`config.mk`:
```
export PLATFORM = sky130hd
export DESIGN_NAME = seg7_scan_driver
export DESIGN_NICKNAME = d
export VERILOG_FILES = /design/src/rtl/seg7_pkg.sv /design/src/rtl/seg7_hex_decode.sv /design/src/rtl/seg7_scan_driver.sv
export SDC_FILE = /design/constraint.sdc
export NUM_CORES = 1
export LEC_CHECK = 0
export ABC_AREA = 1
export CAP_MARGIN = 20
export CORE_ASPECT_RATIO = 2
export CORE_UTILIZATION = 55
export CTS_BUF_LIST = sky130_fd_sc_hd__clkbuf_2
export CTS_CLUSTER_SIZE = 28
export DETAILED_ROUTE_END_ITERATION = 7
export PLACE_DENSITY = 0.78
export SYNTH_ARGS = -nofsm -noshare
export SYNTH_HDL_FRONTEND = slang
export SYNTH_SLANG_ARGS = --single-unit
```
`constraint.sdc`:
```
create_clock -name clk -period 2.2 [get_ports clk]
set_input_delay 0.44 -clock clk [delete_from_list [all_inputs] [get_ports clk]]
set_output_delay 0.44 -clock clk [all_outputs]
set_load 0.005 [all_outputs]
```
`src/rtl/seg7_pkg.sv`:
```
// Shared types, pin constants and the hex-to-segment table for the 7-segment display path.
package seg7_pkg;

  typedef logic [3:0] digit_t;

  localparam logic [6:0] SEG_BLANK = 7'h7F;
  localparam logic [3:0] AN_OFF    = 4'hF;

  // Active-low segments, bit 6 = a ... bit 0 = g.
  function automatic logic [6:0] hex_to_seg(input digit_t d);
    logic [6:0] s;
    s = SEG_BLANK;
    case (d)
      4'h0: s = 7'b0000001;
      4'h1: s = 7'b1001111;
      4'h2: s = 7'b0010010;
      4'h3: s = 7'b0000110;
      4'h4: s = 7'b1001100;
      4'h5: s = 7'b0100100;
      4'h6: s = 7'b0100000;
      4'h7: s = 7'b0001111;
      4'h8: s = 7'b0000000;
      4'h9: s = 7'b0000100;
      4'hA: s = 7'b0001000;
      4'hB: s = 7'b1100000;
      4'hC: s = 7'b0110001;
      4'hD: s = 7'b1000010;
      4'hE: s = 7'b0110000;
      4'hF: s = 7'b0111000;
      default: s = SEG_BLANK;
    endcase
    return s;
  endfunction

endpackage

```
`src/rtl/seg7_hex_decode.sv`:
```
// Combinational nibble to active-low segment decoder, also used by the decode stage.
module seg7_hex_decode
  import seg7_pkg::*;
(
  input  digit_t      digit_i,
  output logic [6:0]  seg_o
);

  assign seg_o = hex_to_seg(digit_i);

endmodule

```
`src/rtl/seg7_scan_driver.sv`:
```
// Four-digit multiplexed 7-segment scanner with frame-synchronous double buffering.
// Optional decimal points are built when SEG7_DP_EN is defined.
module seg7_scan_driver
  import seg7_pkg::*;
#(
  parameter int unsigned DIGIT_TICKS = 100_000,
  parameter int unsigned BLANK_TICKS = 16
) (
  input  logic        clk,
  input  logic        rst,
  input  logic [15:0] digits_i,
  input  logic [3:0]  en_mask_i,
  input  logic        load_i,
  output logic        pending_o,
  output logic        frame_o,
  output logic [3:0]  AN,
  output logic [6:0]  SEG
`ifdef SEG7_DP_EN
  ,
  input  logic [3:0]  dp_i,
  output logic        DP
`endif
);

  localparam int unsigned TickW = (DIGIT_TICKS > 1) ? $clog2(DIGIT_TICKS) : 1;
  localparam logic [TickW-1:0] TickLast = TickW'(DIGIT_TICKS - 1);
  localparam logic [TickW-1:0] BlankEnd = TickW'(BLANK_TICKS);

  logic [TickW-1:0] tick_q, tick_d;
  logic [1:0]       idx_q, idx_d;
  logic [15:0]      pend_digits_q, pend_digits_d, act_digits_q, act_digits_d;
  logic [3:0]       pend_en_q, pend_en_d, act_en_q, act_en_d;
  logic             pending_q, pending_d;
  logic [3:0]       an_q, an_d;
  logic [6:0]       seg_q, seg_d;
  logic             wrap, lit;
  digit_t           act_digit;
  logic [6:0]       dec_seg;

  assign wrap      = (tick_q == TickLast) && (idx_q == 2'd3);
  assign lit       = (tick_q >= BlankEnd) && act_en_q[idx_q];
  assign act_digit = act_digits_q[{idx_q, 2'b00} +: 4];

  seg7_hex_decode u_hex_decode (
    .digit_i (act_digit),
    .seg_o   (dec_seg)
  );

`ifdef SEG7_DP_EN
  logic [3:0] pend_dp_q, pend_dp_d, act_dp_q, act_dp_d;
  logic       dp_q, dp_d;
`endif

  always_comb begin
    tick_d        = tick_q + 1'b1;
    idx_d         = idx_q;
    pend_digits_d = pend_digits_q;
    pend_en_d     = pend_en_q;
    act_digits_d  = act_digits_q;
    act_en_d      = act_en_q;
    pending_d     = pending_q;
    an_d          = AN_OFF;
    seg_d         = SEG_BLANK;
`ifdef SEG7_DP_EN
    pend_dp_d     = pend_dp_q;
    act_dp_d      = act_dp_q;
    dp_d          = 1'b1;
`endif

    if (tick_q == TickLast) begin
      tick_d = '0;
      idx_d  = idx_q + 2'd1;
    end

    // Apply before capture so a load on the wrap cycle stays pending for a full frame.
    if (wrap && pending_q) begin
      act_digits_d = pend_digits_q;
      act_en_d     = pend_en_q;
      pending_d    = 1'b0;
`ifdef SEG7_DP_EN
      act_dp_d     = pend_dp_q;
`endif
    end

    if (load_i) begin
      pend_digits_d = digits_i;
      pend_en_d     = en_mask_i;
      pending_d     = 1'b1;
`ifdef SEG7_DP_EN
      pend_dp_d     = dp_i;
`endif
    end

    if (lit) begin
      an_d  = ~(4'b1000 >> idx_q);
      seg_d = dec_seg;
`ifdef SEG7_DP_EN
      dp_d  = ~act_dp_q[idx_q];
`endif
    end
  end

  always_ff @(posedge clk) begin
    if (rst) begin
      tick_q        <= '0;
      idx_q         <= '0;
      pend_digits_q <= '0;
      pend_en_q     <= '0;
      act_digits_q  <= '0;
      act_en_q      <= '0;
      pending_q     <= 1'b0;
      an_q          <= AN_OFF;
      seg_q         <= SEG_BLANK;
    end else begin
      tick_q        <= tick_d;
      idx_q         <= idx_d;
      pend_digits_q <= pend_digits_d;
      pend_en_q     <= pend_en_d;
      act_digits_q  <= act_digits_d;
      act_en_q      <= act_en_d;
      pending_q     <= pending_d;
      an_q          <= an_d;
      seg_q         <= seg_d;
    end
  end

`ifdef SEG7_DP_EN
  always_ff @(posedge clk) begin
    if (rst) begin
      pend_dp_q <= '0;
      act_dp_q  <= '0;
      dp_q      <= 1'b1;
    end else begin
      pend_dp_q <= pend_dp_d;
      act_dp_q  <= act_dp_d;
      dp_q      <= dp_d;
    end
  end

  assign DP = dp_q;
`endif

  assign pending_o = pending_q;
  assign frame_o   = wrap;
  assign AN        = an_q;
  assign SEG       = seg_q;

endmodule

```
==> results of run 1 <==
## worst max-delay path, stage by stage, from the launching register on
cell,delay (ps)
dfxtp_2,380
ha_4,160
nand3_4,70
nor3_2,170
nand3_1,80
nor2_1,110
clkbuf_2,120
## worst max path at each step
stage                          startpoint                 to  slack, ps  cells past startpoint
finish               tick_q[0]$_SDFF_PP0_            frame_o        190                      6
global route         tick_q[0]$_SDFF_PP0_            frame_o         70                      6
CTS                  tick_q[0]$_SDFF_PP0_            frame_o         20                      6
detailed placement   tick_q[1]$_SDFF_PP0_            frame_o        150                      6
global placement     tick_q[0]$_SDFF_PP0_            frame_o        160                      6
floorplan           idx_q[0]$_SDFFE_PP0N_  SEG[6]$_SDFF_PP1_        500                     10
## per-layer routing
metal,vias to the layer above,GRT usage (%)
li1,1542,-
met1,1343,22.20
met2,81,47.22
met3,25,4.551
met4,0,17.40
met5,-,0
## synthesized netlist by cell type (all sizes together)
cell    number  share of area, %
o211ai       2              0.46
nor3b        1              0.23
o22ai        1              0.19
inv         55               6.3
nor3         9               2.2
nand4        6               1.1
ha          12               4.6
buf         12               2.3
dfxtp       71                43
or2          2              0.38
clkbuf       6              0.69
nor2        77               9.3
xor2         2              0.53
nand3       51               8.5
nand2       82               9.5
a21oi       31               4.7
xnor2        1              0.27
o21ai       33               5.0
and2         1              0.19
nor4         1              0.19
## cell type report
| class | instances | area [µm²] |
|---|---|---|
| clock inverters | 3 | 12.51 |
| well taps | 61 | 76.32 |
| clock buffers | 11 | 55.05 |
| fillers | 543 | 1892 |
| inverters | 55 | 206.4 |
| multi-input cells | 312 | 1573 |
| repair buffers | 51 | 465.4 |
| flip-flops and latches | 71 | 1429 |
## cells by family after synthesis
kind of cell,synth area share [%]
adder cells (fa/ha/maj),4.577
buffers and inverters,9.267
XOR/XNOR,0.8011
AND/OR/NAND/NOR,31.62
AO/OA/AOI/OAI,10.41
flip-flops,43.33
## registers in the layout, indices dropped and copies added (netlist names), 2 cells and up
register / cells
act_digits_q: 16
idx_q: 2
pend_digits_q: 16
tick_q: 17
SEG: 7
pend_en_q: 4
act_en_q: 4
AN: 4
## what timing repair did
action,in CTS,in global routing
hold endpoints to repair,0,0
gates cloned,0,0
pin swaps,0,1
setup endpoints to repair,1,1
gates resized for setup,7,6
setup buffers,3,1
## power by group
part	total, mW	switching [mW]	internal (mW)
Clock	0.549	0.412	0.138
Combinational	0.153	0.0778	0.0756
Sequential	1.33	0.0114	1.32
Total	2.03	0.501	1.53
## metrics by stage
stage	utilization (%)	area (µm²)	setup WS [ps]	instances	hold WS, ps
final	66.86	3817	193.0	564	466.6
after global routing	66.86	3817	72.36	564	478.9
after CTS	66.73	3810	19.15	563	468.8
after detailed placement	64.80	3700	155.0	546	448.4
after global placement	64.80	3700	164.8	546	440.9
after floorplan	-	3281	498.6	456	429.9
==> summary.txt, run 1 <==
Power
  – Pleak: 1.553 nW
  – Total power: 2.033 mW
  – Power density cells: 532.5 nW/µm²
  – Worst vdd ir: 0.5240 mV

Synth
  – Syn Std Cell Area: 3281 µm²
  – Yosys reg bits: 71
  – Ys Warns: 0
  – Unique masters post-synth: 30
  – Synth Net Count: 491
  – Synth Area per Inst: 7.194 µm²
  – Cells after Synth: 456
  – Sequential fraction of the synthesis area: 43.33%

Cells and area
  – Commonest non-fill, non-tap cells in the layout: nand2_1, nor2_1, dfxtp_1
  – NumNets Final: 535
  – Commonest non-fill, non-tap cell in the layout: nand2_1
  – # diodes: 0
  – Share of cells above drive strength 1: 10.54%
  – Layout area overhead: 16.36%

Clock tree
  – Clk sink count: 71
  – CTS Hold Bufs: 0
  – CTS tree: yes
  – H-tree depth: 3
  – Root buffer cell: clkbuf_2
  – CTS buffer count: 9
  – Clock buffer depth: 2
  – CTS clk-pin slew, worst paths: 180 ps
  – Worst skew pair latency: 500 ps

Drt
  – # DRC: 0
  – DRT Pass-1 Iters: 4
  – DRT antenna net count: 0
  – M1 wire length: 2471 µm
  – DR WL met3: 237 µm
  – Met2 routed WL: 4016 µm
  – Routed len/inst: 12.52 µm
  – Via density: 5.303
  – DR iter-0 viols: 76
  – Highest metal layer with signal wires: met4
  – Routed WL: 7060 µm
  – Vias post-DR: 2991

Global route
  – Vias in the first global route: 2901
  – Global-route wire length before repair: 12170 µm
  – Largest net degree at the start of global routing: 42
  – Initial antenna violation count: 0
  – GR Util All Layers: 24.89%
  – Overflow after GRT: 0

STA
  – Crit share post-route: 91.23%
  – Fmax: 0.4983 GHz
  – Endpoints failing setup: 0
  – Slew Viols, Final: 0
  – Clock Skews: 21.64 ps
  – Relative slew slack: 52.17%
  – Setup TNS Final: 0 ps
  – Min Clock Period, post-route: 2007 ps
  – Hold Vio Cnt, Final: 0
  – Worst Tran Pin Value: 714.8 ps
  – RSZ-0062 raised after global routing: false

Outcome
  – Status: complete, no violations

Placed design
  – HPWL after DPL: 5510 µm
  – Port bufs: 35
  – Routability cong.: 0.9296

Worst hold path
  – Hold Path Origin: pend_en_q[0]$_SDFFE_PP0P_
  – WHS Endpoint: pend_en_q[0]$_SDFFE_PP0P_
  – Min-Delay Path Class: flop to flop
  – Hold Path Cell Cnt: 2

Die
  – Die area: 6296 µm²
  – Initial Utilization: 57.46%
  – Die width: 56.61 µm
  – Die H: 111.2 µm
  – Floorplan row count: 39
  – Core Area: 5709 µm²
  – I/O Pins: 36

Critical path
  – Worst EP arrival: 1570 ps
  – R2r worst-path depth: 7
  – Worst Setup End Kind: output port
  – Crit start category: flop
  – Setup Crit Path Kind: flop to output port
  – R2R Setup Slk: 310 ps
  – Worst path required time: 1760 ps
  – R2R Path Start: idx_q[0]$_SDFFE_PP0N_
  – Worst flop-to-flop path endpoint: SEG[5]$_SDFF_PP1_
  – Crit path max fanout: 2

Flow run
  – Max Cap Viol: 0
Note: power is estimated with default switching activity, not from simulation.
==> run 2, diff against run 1 <==
- CORE_UTILIZATION: 55 -> 45
- PLACE_DENSITY: 0.78 -> 0.66
==> summary.txt, run 2 (synthesis gave the netlist of run 1 again) <==
Outcome
  – Status: complete, no violations

Drt
  – Via density: 5.005
  – Routed WL: 7337 µm
  – DR iter-0 viols: 134
  – Routed len/inst: 12.35 µm
  – # DRC: 0
  – Vias post-DR: 2973
  – DRT antenna net count: 0
  – DRT Pass-1 Iters: 4

Critical path
  – Crit path max fanout: 4
  – Setup Crit Path Kind: flop to output port
  – CP Cell Sequence: ha_4, nand3_4, nor3_2, nand3_1, nor2_1, buf_2
  – Worst EP arrival: 1600 ps
  – Worst Setup End Kind: output port
  – Crit path buffers/inverters: 1
  – Crit start category: flop
  – Top Family by Delay on Critical Path: simple AND/OR/NAND/NOR gates
  – Worst path slowest cell: dfxtp_2
  – Worst path required time: 1760 ps
  – CP max stage delay: 390 ps

Clock tree
  – CTS buffer count: 9
  – CTS clk-pin slew, worst paths: 180 ps
  – CTS tree: yes
  – H-tree depth: 3
  – Clk sink count: 71
  – CTS Hold Bufs: 0
  – Clock buffer depth: 2
  – Root buffer cell: clkbuf_2
  – Worst skew pair latency: 510 ps

Cells and area
  – Share of cells above drive strength 1: 10.54%
  – Largest registers: tick_q: 17 flops, act_digits_q: 16 flops, pend_digits_q: 16 flops
  – Largest register FFs: 17
  – NumNets Final: 533
  – Commonest non-fill, non-tap cells in the layout: nand2_1, nor2_1, dfxtp_1
  – Commonest non-fill, non-tap cell in the layout: nand2_1
  – Layout area overhead: 19.72%
  – Post-layout util: 56.15%
  – Reg with most FFs: tick_q

Flow run
  – Max Cap Viol: 0

Power
  – Worst vdd ir: 0.4694 mV
  – Pleak: 1.581 nW
  – Total power: 2.420 mW
  – Power density cells: 616.1 nW/µm²

Placed design
  – HPWL after DPL: 5735 µm
  – Port bufs: 35
  – Routability cong.: 0.9418

Global route
  – Initial antenna violation count: 1
  – Global-route wire length before repair: 12280 µm
  – GR Util All Layers: 21.30%
  – Overflow after GRT: 0
  – Largest net degree at the start of global routing: 42
  – Vias in the first global route: 2808

STA
  – Slew Viols, Final: 0
  – Setup TNS Final: 0 ps
  – RSZ-0062 raised after global routing: false
  – Endpoints failing setup: 0
  – Worst Tran Pin Value: 445.5 ps
  – Fmax: 0.4901 GHz
  – Clock Skews: 24.22 ps
  – Relative slew slack: 70.07%
  – Min Clock Period, post-route: 2040 ps
  – Crit share post-route: 92.74%
  – Hold Vio Cnt, Final: 0

Die
  – I/O Pins: 36
  – Die area: 7657 µm²
  – Floorplan row count: 43
  – Initial Utilization: 46.91%
  – Die width: 62.38 µm
  – Core Area: 6994 µm²
  – Die H: 122.8 µm

Worst hold path
  – Min-Delay Path Class: flop to flop
[run 2: cell count changes in the layout (fill, tap and decap cells not counted), sizes merged]
cell      change
diode         +1
bufinv        +3
buf           -1
clkbuf        -3
clkinvlp      +1
[run 2: layout make-up]
type | count | area (µm²)
antenna | 1 | 2.502
clock buffer | 9 | 45.04
clock inverter | 7 | 111.4
fill | 698 | 3067
inverter | 55 | 206.4
multi-input combinational | 312 | 1573
sequential | 71 | 1426
tap | 90 | 112.6
timing repair buffer | 49 | 450.4
[run 2: repair_timing]
| action | CTS | global route |
|---|---|---|
| buffers inserted | 2 | 1 |
| pin swaps | 4 | 4 |
| endpoints found under the setup margin | 1 | 1 |
| gates resized for setup | 10 | 3 |
| gates cloned | 0 | 0 |
[run 2: path summary, 6_finish.rpt]
check	startpoint	end	slack, ps	cells after the start
worst min register to register	pend_digits_q[5]$_SDFFE_PP0P_	pend_digits_q[5]$_SDFFE_PP0P_	470	2
worst max register to register	idx_q[0]$_SDFFE_PP0N_	SEG[4]$_SDFF_PP1_	290	10
worst min-delay path	pend_digits_q[5]$_SDFFE_PP0P_	pend_digits_q[5]$_SDFFE_PP0P_	470	2
worst max-delay path	tick_q[0]$_SDFF_PP0_	frame_o	160	6
[run 2: layer usage]
| layer | up-vias | track usage, % | wire [µm] | share of wire [%] |
|---|---|---|---|---|
| met5 | - | 0 | 0 | 0 |
| met4 | 0 | 17.44 | 437 | 6.0 |
| met3 | 28 | 5.297 | 186 | 2.5 |
| met2 | 67 | 40.66 | 4100 | 56 |
| met1 | 1335 | 18.25 | 2612 | 36 |
| li1 | 1543 | - | - | - |
[run 2: metrics by stage]
stage | cells | hold WS [ps] | worst slack [ps] | area [µm²]
3_5_place_dp | 574 | 447.1 | 123.1 | 3729
2_1_floorplan | 456 | 429.9 | 498.6 | 3281
6_report | 594 | 466.5 | 159.7 | 3928
4_1_cts | 592 | 461.5 | 50.60 | 3916
5_1_grt | 594 | 467.2 | 6.007 | 3928
3_3_place_gp | 574 | 443.3 | 181.6 | 3729
[run 2: power breakdown]
group          internal, mW  total [mW]  switching (mW)
combinational        0.0727       0.150          0.0776
sequential             1.32        1.33          0.0119
clock                 0.482       0.938           0.456
total                  1.87        2.42           0.545
[run 2: tightest hold or removal path, cell delays in order, from the launching register on]
cell and delay [ps]:
dfxtp_1 340, inv_1 60, a21oi_1 60
==> run 3, diff against run 2 <==
- CTS_CLUSTER_SIZE: 28 -> not set
==> results of run 3 <==
Final layout, timing and power as in run 2 (identical DEF).
